**src/rtl/cpu_defs.sv**
```systemverilog
// Shared encodings for the multicycle CPU: opcodes, functs, FSM states and
// datapath select values used by both controller and datapath.
package cpu_defs;

  localparam logic [5:0] OP_RTYPE = 6'b000000;
  localparam logic [5:0] OP_J     = 6'b000010;
  localparam logic [5:0] OP_JAL   = 6'b000011;
  localparam logic [5:0] OP_BEQ   = 6'b000100;
  localparam logic [5:0] OP_BNE   = 6'b000101;
  localparam logic [5:0] OP_ADDI  = 6'b001000;
  localparam logic [5:0] OP_XORI  = 6'b001110;
  localparam logic [5:0] OP_LW    = 6'b100011;
  localparam logic [5:0] OP_SW    = 6'b101011;

  localparam logic [5:0] FN_JR    = 6'b001000;
  localparam logic [5:0] FN_ADD   = 6'b100000;
  localparam logic [5:0] FN_SUB   = 6'b100010;
  localparam logic [5:0] FN_SLT   = 6'b101010;

  typedef enum logic [2:0] {
    ST_FETCH  = 3'd0,
    ST_DECODE = 3'd1,
    ST_EXEC   = 3'd2,
    ST_MEM    = 3'd3,
    ST_WB     = 3'd4
  } state_t;

  localparam logic [2:0] ALU_ADD = 3'd0;
  localparam logic [2:0] ALU_SUB = 3'd1;
  localparam logic [2:0] ALU_XOR = 3'd2;
  localparam logic [2:0] ALU_SLT = 3'd3;

  localparam logic [1:0] SRCB_RT   = 2'd0;
  localparam logic [1:0] SRCB_FOUR = 2'd1;
  localparam logic [1:0] SRCB_SEXT = 2'd2;
  localparam logic [1:0] SRCB_ZEXT = 2'd3;

  localparam logic [1:0] PC_PLUS4  = 2'd0;
  localparam logic [1:0] PC_BRANCH = 2'd1;
  localparam logic [1:0] PC_JUMP   = 2'd2;
  localparam logic [1:0] PC_RS     = 2'd3;

  localparam logic [1:0] DST_RT  = 2'd0;
  localparam logic [1:0] DST_RD  = 2'd1;
  localparam logic [1:0] DST_R31 = 2'd2;

  localparam logic [1:0] WB_ALU = 2'd0;
  localparam logic [1:0] WB_MEM = 2'd1;
  localparam logic [1:0] WB_PC4 = 2'd2;

  // One-hot instruction class; exactly one flag is set for any opcode/funct.
  typedef struct packed {
    logic add;
    logic sub;
    logic slt;
    logic addi;
    logic xori;
    logic lw;
    logic sw;
    logic beq;
    logic bne;
    logic j;
    logic jal;
    logic jr;
    logic bad;
  } op_class_t;

  function automatic logic is_rtype_alu(op_class_t c);
    return c.add | c.sub | c.slt;
  endfunction

endpackage

```
**src/rtl/multicycle_controller_op_classify.sv**
```systemverilog
// Combinational opcode/funct decoder producing one-hot class flags for the
// controller FSM.
module op_classify
  import cpu_defs::*;
(
  input  logic [5:0] opcode,
  input  logic [5:0] funct,
  output op_class_t  cls
);

  // Decode instruction class; anything unrecognised is flagged bad.
  always_comb begin
    cls = '0;
    case (opcode)
      OP_RTYPE: begin
        case (funct)
          FN_ADD:  cls.add = 1'b1;
          FN_SUB:  cls.sub = 1'b1;
          FN_SLT:  cls.slt = 1'b1;
          FN_JR:   cls.jr  = 1'b1;
          default: cls.bad = 1'b1;
        endcase
      end
      OP_J:    cls.j    = 1'b1;
      OP_JAL:  cls.jal  = 1'b1;
      OP_BEQ:  cls.beq  = 1'b1;
      OP_BNE:  cls.bne  = 1'b1;
      OP_ADDI: cls.addi = 1'b1;
      OP_XORI: cls.xori = 1'b1;
      OP_LW:   cls.lw   = 1'b1;
      OP_SW:   cls.sw   = 1'b1;
      default: cls.bad  = 1'b1;
    endcase
  end

endmodule

```
**src/rtl/multicycle_controller.sv**
```systemverilog
// Multicycle CPU control FSM: FETCH/DECODE/EXEC/MEM/WB sequencing with
// combinational strobes, sticky illegal flag and retired-instruction counter.
module multicycle_controller
  import cpu_defs::*;
#(
  parameter int RETIRE_W = 32
) (
  input  logic                clk,
  input  logic                reset,
  input  logic [5:0]          opcode,
  input  logic [5:0]          funct,
  input  logic                zero,
  input  logic                mem_ready,
  output logic                pc_we,
  output logic                ir_we,
  output logic                mem_re,
  output logic                mem_we,
  output logic                reg_we,
  output logic                addr_sel,
  output logic [1:0]          alu_src_b,
  output logic [2:0]          alu_op,
  output logic [1:0]          pc_src,
  output logic [1:0]          reg_dst,
  output logic [1:0]          wb_sel,
  output logic                illegal,
  output logic [2:0]          state,
  output logic [RETIRE_W-1:0] retired
);

  localparam logic [RETIRE_W-1:0] RET_ONE = {{(RETIRE_W-1){1'b0}}, 1'b1};

  state_t                state_r;
  state_t                next_state_s;
  logic                  illegal_r;
  logic [RETIRE_W-1:0]   retired_r;
  op_class_t             cls_s;

  op_classify u_classify (
    .opcode (opcode),
    .funct  (funct),
    .cls    (cls_s)
  );

  // Next-state and strobe decode; reset forces every strobe low immediately.
  always_comb begin
    next_state_s = state_r;
    pc_we        = 1'b0;
    ir_we        = 1'b0;
    mem_re       = 1'b0;
    mem_we       = 1'b0;
    reg_we       = 1'b0;
    addr_sel     = 1'b0;
    alu_src_b    = SRCB_RT;
    alu_op       = ALU_ADD;
    pc_src       = PC_PLUS4;
    reg_dst      = DST_RT;
    wb_sel       = WB_ALU;
    if (reset) begin
      next_state_s = ST_FETCH;
    end else begin
      case (state_r)
        ST_FETCH: begin
          mem_re = 1'b1;
          if (mem_ready) begin
            ir_we        = 1'b1;
            pc_we        = 1'b1;
            next_state_s = ST_DECODE;
          end else begin
            next_state_s = ST_FETCH;
          end
        end
        ST_DECODE: begin
          if (cls_s.bad) begin
            next_state_s = ST_FETCH;
          end else if (cls_s.j) begin
            pc_we        = 1'b1;
            pc_src       = PC_JUMP;
            next_state_s = ST_FETCH;
          end else if (cls_s.jal) begin
            pc_we        = 1'b1;
            pc_src       = PC_JUMP;
            reg_we       = 1'b1;
            reg_dst      = DST_R31;
            wb_sel       = WB_PC4;
            next_state_s = ST_FETCH;
          end else if (cls_s.jr) begin
            pc_we        = 1'b1;
            pc_src       = PC_RS;
            next_state_s = ST_FETCH;
          end else begin
            next_state_s = ST_EXEC;
          end
        end
        ST_EXEC: begin
          if (is_rtype_alu(cls_s)) begin
            alu_src_b    = SRCB_RT;
            alu_op       = cls_s.add ? ALU_ADD : (cls_s.sub ? ALU_SUB : ALU_SLT);
            next_state_s = ST_WB;
          end else if (cls_s.addi) begin
            alu_src_b    = SRCB_SEXT;
            next_state_s = ST_WB;
          end else if (cls_s.xori) begin
            alu_src_b    = SRCB_ZEXT;
            alu_op       = ALU_XOR;
            next_state_s = ST_WB;
          end else if (cls_s.lw || cls_s.sw) begin
            alu_src_b    = SRCB_SEXT;
            next_state_s = ST_MEM;
          end else if (cls_s.beq || cls_s.bne) begin
            alu_op = ALU_SUB;
            if ((cls_s.beq && zero) || (cls_s.bne && !zero)) begin
              pc_we  = 1'b1;
              pc_src = PC_BRANCH;
            end else begin
              pc_we  = 1'b0;
            end
            next_state_s = ST_FETCH;
          end else begin
            next_state_s = ST_FETCH;
          end
        end
        ST_MEM: begin
          addr_sel = 1'b1;
          mem_re   = cls_s.lw;
          mem_we   = cls_s.sw;
          if (mem_ready) begin
            next_state_s = cls_s.lw ? ST_WB : ST_FETCH;
          end else begin
            next_state_s = ST_MEM;
          end
        end
        ST_WB: begin
          reg_we       = 1'b1;
          reg_dst      = is_rtype_alu(cls_s) ? DST_RD : DST_RT;
          wb_sel       = cls_s.lw ? WB_MEM : WB_ALU;
          next_state_s = ST_FETCH;
        end
        default: begin
          next_state_s = ST_FETCH;
        end
      endcase
    end
  end

  // State, sticky illegal flag and retire counter.
  always_ff @(posedge clk or posedge reset) begin
    if (reset) begin
      state_r   <= ST_FETCH;
      illegal_r <= 1'b0;
      retired_r <= '0;
    end else begin
      state_r <= next_state_s;
      if (state_r == ST_DECODE && cls_s.bad) begin
        illegal_r <= 1'b1;
      end
      if (state_r != ST_FETCH && next_state_s == ST_FETCH) begin
        retired_r <= retired_r + RET_ONE;
      end
    end
  end

  assign state   = state_r;
  assign illegal = illegal_r;
  assign retired = retired_r;

endmodule

```
**config.mk**
```make
export PLATFORM = sky130hd
export DESIGN_NAME = multicycle_controller
export DESIGN_NICKNAME = d
export VERILOG_FILES = /design/src/rtl/cpu_defs.sv /design/src/rtl/multicycle_controller_op_classify.sv /design/src/rtl/multicycle_controller.sv
export SDC_FILE = /design/constraint.sdc
export NUM_CORES = 1
export LEC_CHECK = 0
export BUFFER_PORTS_ARGS = -buffer_cell sky130_fd_sc_hd__buf_2
export CAP_MARGIN = 20
export CORE_MARGIN = 8
export CORE_UTILIZATION = 45
export CTS_CLUSTER_DIAMETER = 120
export DETAILED_ROUTE_END_ITERATION = 10
export PLACE_DENSITY_LB_ADDON = 0.25
export SLEW_MARGIN = 20
export SYNTH_ARGS = -nofsm -noshare
export SYNTH_HDL_FRONTEND = slang
export SYNTH_SLANG_ARGS = --single-unit
```
**constraint.sdc**
```tcl
create_clock -name clk -period 2.5 [get_ports clk]
set_clock_uncertainty 0.05 [all_clocks]
set_input_delay 0.25 -clock clk [delete_from_list [all_inputs] [get_ports clk]]
set_output_delay 0.25 -clock clk [all_outputs]
set_load 0.05 [all_outputs]
```
# Word level (Yosys, flattened, before mapping)
# Index checks and enable logic that the tools add are counted.
[totals] regBits=36 in_bits=16 elab_cells=127
[op_classes] reduce_logical=14 n_bitwise=2 n_eq_ne=16 muxes=91 addsub=1
[op_table] op="two-way mux 2 bit" n=28
[op_table] op="two-way mux 1 bit" n=48
[op_table] op="adder 32 x 1 -> 32 bit (second input constant)" n=1
[op_table] op="equality test 6 bit (second input constant)" n=5
[op_table] op="two-way mux 3 bit" n=7
[op_table] op="equality test 6 x 4 -> 1 bit (second input constant)" n=3
[op_table] op="equality test 6 x 2 -> 1 bit (second input constant)" n=2
[op_table] op="equality test 6 x 3 -> 1 bit (second input constant)" n=2
[op_table] op="one-hot mux 2 bit (2 select lines)" n=3
[op_table] op="one-hot mux 3 bit (4 select lines)" n=1
[op_table] op="OR reduction 8 bit" n=1
[op_table] op="equality test 3 x 2 -> 1 bit (second input constant)" n=2
[op_table] op="logical NOT 3 bit" n=2
[op_table] op="logical NOT 6 bit" n=1
[op_table] op="one-hot mux 1 bit (2 select lines)" n=3
[op_table] op="logical AND 1 bit" n=4
[op_table] op="OR reduction 4 bit" n=1
[op_table] op="equality test 3 x 1 -> 1 bit (second input constant)" n=1
[op_table] op="equality test 3 bit (second input constant)" n=1
[op_table] op="logical OR 1 bit" n=3
[op_table] op="one-hot mux 1 bit (3 select lines)" n=1
[op_table] op="nonzero test 3 bit" n=1
[op_table] op="bitwise OR 1 bit" n=2
[op_table] op="logical NOT 1 bit" n=1

# Depth between registers and ports, before layout
[depth] ltp_word=12 mapped_depth=9

# Cells and area by module
# From an unflattened synthesis, not the netlist that was laid out.
[unflattened] hier_cells=255 area_unflattened_um2=2457.4
[modules_own_cells] mod="multicycle_controller" area_each_um2=2214.6 instances=1 cells_each=219
[modules_own_cells] mod="op_classify" area_each_um2=242.7 instances=1 cells_each=36

# Worst setup path after synthesis
# Ideal clock, no wire load.
[synth_path] path_kind="register -> output" start="register state_r[0], in the netlist state[0]" end="output port wb_sel[1]" stages_incl_launch_ff=7 path_slack_ns=-0.337 required_time_ns=2.200 t_arrival_ns=2.537 path_cell_list="dfrtp_1 clkbuf_1 nand2_1 nor3_1 nand2_1 nor2_1 buf_4"
[synth_between] elab_chain_cells=3 elab_cells_between_ends=4
[synth_rtl] item="from (decl)" line="multicycle_controller.sv:32" rtl="state_t state_r;"
[synth_rtl] item="from (signal assigned)" line="multicycle_controller.sv:152" rtl="state_r <= next_state_s;"
[synth_rtl] item="equality test 3 bit / equality test 3 x 1 -> 1 bit (equally long branches)" line="multicycle_controller.sv:61" rtl="case (state_r)"
[synth_rtl] item="one-hot mux 2 bit (2 select lines) *" line="multicycle_controller.sv:61"
[synth_rtl] item="two-way mux 2 bit *" line="multicycle_controller.sv:58" rtl="if (reset) begin"
[synth_rtl] item="to (decl)" line="multicycle_controller.sv:24" rtl="output logic [1:0] wb_sel,"
# Every way passes the cells marked *; elsewhere a longest branch is shown, timed or not.

# Worst setup path in the final report
[layout_path] start="register state_r[2], in the netlist state[2]" end="output port pc_we"
[layout_between] elab_chain_cells=3 elab_cells_between_ends=5
[layout_rtl] item="equality test 3 x 2 -> 1 bit, or another cell as far along" line="multicycle_controller.sv:61"
[layout_rtl] item="one-hot mux 1 bit (3 select lines) *" line="multicycle_controller.sv:61"
[layout_rtl] item="two-way mux 1 bit *" line="multicycle_controller.sv:58"
[layout_rtl] item="to (decl)" line="multicycle_controller.sv:14" rtl="output logic pc_we,"
# Marks and branches as above.

==> results.md <==
* Number of port buffers at 67
* TNS Setup at 0 ns
* FF+latch count, synth at 36
* Crit-path slowest cell: or4_1
* Most common cell after layout, fill and taps aside: buf_2
* Crit-path cells: nand2b_1, or4_1, a31oi_2, buf_2
* Post-Syn Area at 2376 um2
* Clock buffer depth at 2
* Tcrit/Tclk final at 93.85%
* Simple-Gate Fraction of Synth Area at 21.91%
* Final design utilization at 58.65%
* Area delta synth->final at 26.07%
* Critical Path End Type: output pin
* Core box area at 5107 um2
* DPL Wire Length at 4446 um
* Fin. Hold Viols at 0
* Leakage at 1.124 nW
* DP Cell Count at 388
* Critical Path Fanout Max at 9
* First-pass GRT wire length at 9873 um
* EDFF count, synth at 0
* Vias per cell at 5.281
* Via count at 2086
* Synth Area in Compound Gates at 21.22%
* Worst EP required at 2.20 ns
* Post-synthesis mux area share at 0.6319%
* Worst-path clk slew at 0.07 ns
* Worst Path Class, Setup: reg2out
* Htree depth at 2
* Status: completed
* Die X-Extent at 88.67 um
* Antenna violations before repair at 0
* Core Rows at 26
* Final setup viols at 0
* Clock Latency Late Sink at 0.29 ns
* CP bufs+invs at 1
* Most frequent cells in the layout: buf_2, dfrtp_1, xor2_1, nand2_1, nand3_1
* Sink Count at 36
* Vert. Die Dim at 88.67 um
* Post-Syn Nets at 266
* Fillers at 473
* Grt ovf at 0
* Yosys warnings at 0
* Power Density at 735.4 nW/um2
* Non-Filler Instances at 395
* Critical Path Max Stage Delay at 0.59 ns
* GPL Wtd Cong at 0.8336
* Highest Signal Layer: met4
* Met3 WL at 367 um
* Layout cells sized above 1 at 38.46%
* Avg WL per Cell at 14.64 um
* DRT met1 WL at 2716 um
* Max cap viols at 0
* Largest net degree at the start of global routing at 37
* Synth Area in Adders at 0.5266%
* Peak supply drop at 0.3932 mV
* Type of origin of the critical path: flop
* RSZ-0062 raised after global routing: no
* Cts hold-fix bufs at 0
* Slew Limit Fails at 0
* R2R setup slack at 0.22 ns
* TritonCTS clock tree: done
* Drt total wl at 5781 um
* Diodes inserted at 0
* Final nets at 342
* Asr flop ratio synth at 100.0%
* Post-synthesis cell count at 249
* Fmax at 0.4262 GHz
* Largest family of logic cells by synthesized area: simple AND/OR/NAND/NOR gates
* Met2 routed WL at 2623 um
* Worst-margin pin slew at 0.6560 ns
* Slew margin rel. at 56.22%
* Crit path DAT at 2.05 ns
* Total power at 2.203 mW
* Final WS setup at 0.1539 ns
* Gr usage total at 15.63%
* Critical path's top delay family: simple AND/OR/NAND/NOR gates
* CTS root buf: clkbuf_8
* Mean area per synthesized cell at 9.542 um2
* DR DRC count at 0
* Sequential-to-total area share from yosys stat at 37.91%
* Post-synth top flop: dfrtp_1
* Total Die Area at 7861 um2
* Setup WS pre-CTS at 0.08232 ns
* Worst min path class: in2async
* Xor and xnor fraction of the mapped netlist area at 12.53%
* Fin crit period at 2.346 ns
* Unique masters post-synth at 49
* DRT antenna net count at 0
* Initial Utilization at 46.52%
* DRT iter0 DRCs at 113
* Num CTS Buffers at 5
* Ports at 69
* Vias in the first global route at 2088
* Detailed Routing Iterations Pass 1 at 4
-- through the flow --
step | hold WS, ns | cell area, um2
2_1_floorplan | 0.3835 | 2399
3_3_place_gp | 0.4010 | 2894
3_5_place_dp | 0.4094 | 2894
4_1_cts | 0.1484 | 2990
5_1_grt | 0.2135 | 2995
6_report | 0.1223 | 2995
-- Yosys cell counts, types with 2 or more instances --
cell type  instances  area [um2]
a21boi_0           2       15.01
nand2b_1           5       31.28
inv_1              9       33.78
buf_4              3       22.52
nand2_1           18       67.56
nor3_2             2       20.02
xnor2_1            7       61.31
buf_6              2       22.52
a2111oi_1          2       20.02
and4_1             2       17.52
nor2_1            18       67.56
nor3_1             9       45.04
dfrtp_1           36       900.9
buf_1              2       7.510
and3_1             3       18.77
a31oi_1            4       25.02
xor2_1            27       236.5
nand4_1           10       62.56
nand3_1           16       80.08
o21bai_1           2       15.01
or2_2              5       31.28
buf_2              4       20.02
o21a_1             2       15.01
a21oi_1            5       25.02
o21ai_0            2       10.01
a2111oi_2         12       180.2
clkbuf_1           4       15.01
a211oi_1          15       112.6
-- state kept, by name, indices dropped and copies added (netlist names) --
signal,count
retired,32
state,3
illegal,1
-- repair_timing --
action / in CTS / in global routing
buffers inserted: 0 / 0
resized for setup: 0 / 1
setup endpoints to repair: 0 / 3
-- path summary, 6_finish.rpt --
path,to,from,cells after the start
max reg2reg,retired[29],state[0],6
min reg2reg,retired[31],retired[31],1
max in group asynchronous,retired[29],reset,3
min in group clk,state[0],mem_ready,3
max,pc_we,state[2],4
min,state[2],reset,3
-- power by group --
| part | internal, mW | leakage, nW | total, mW | switching, mW |
|---|---|---|---|---|
| Combinational | 0.254 | 0.697 | 0.930 | 0.676 |
| Sequential | 0.691 | 0.377 | 0.827 | 0.136 |
| Clock | 0.245 | 0.0503 | 0.446 | 0.201 |
| Total | 1.19 | 1.12 | 2.20 | 1.01 |
-- routing by layer --
metal	GRT usage, %	vias up
met4	5.530	0
met2	24.46	50
li1	-	1064
met3	3.807	5
met5	0	-
met1	20.27	967
-- kinds of logic after synthesis --
group | after synthesis
AO/OA/AOI/OAI | 54
AND/OR/NAND/NOR | 98
buffers and inverters | 24
flip-flops | 36
XOR/XNOR | 34
multiplexers | 1
adder cells (fa/ha/maj) | 1
other | 1
-- worst register-to-register path, cell delays in order, from the launching register on --
cell,delay [ns]
dfrtp_1,0.51
nor2b_1,0.19
o21bai_1,0.32
o211ai_4,0.29
buf_12,0.23
a2111oi_2,0.39
xor2_1,0.20
-- area by class of cell --
cell class	count	area, um2	share of cell area (%)
multi-input combinational	189	1389	46.37
sequential	36	900.9	30.08
timing repair buffer	84	488.0	16.29
clock buffer	7	96.34	3.216
tap	70	87.58	2.924
inverter	9	33.78	1.128
Power figures use the tool's default switching activity.
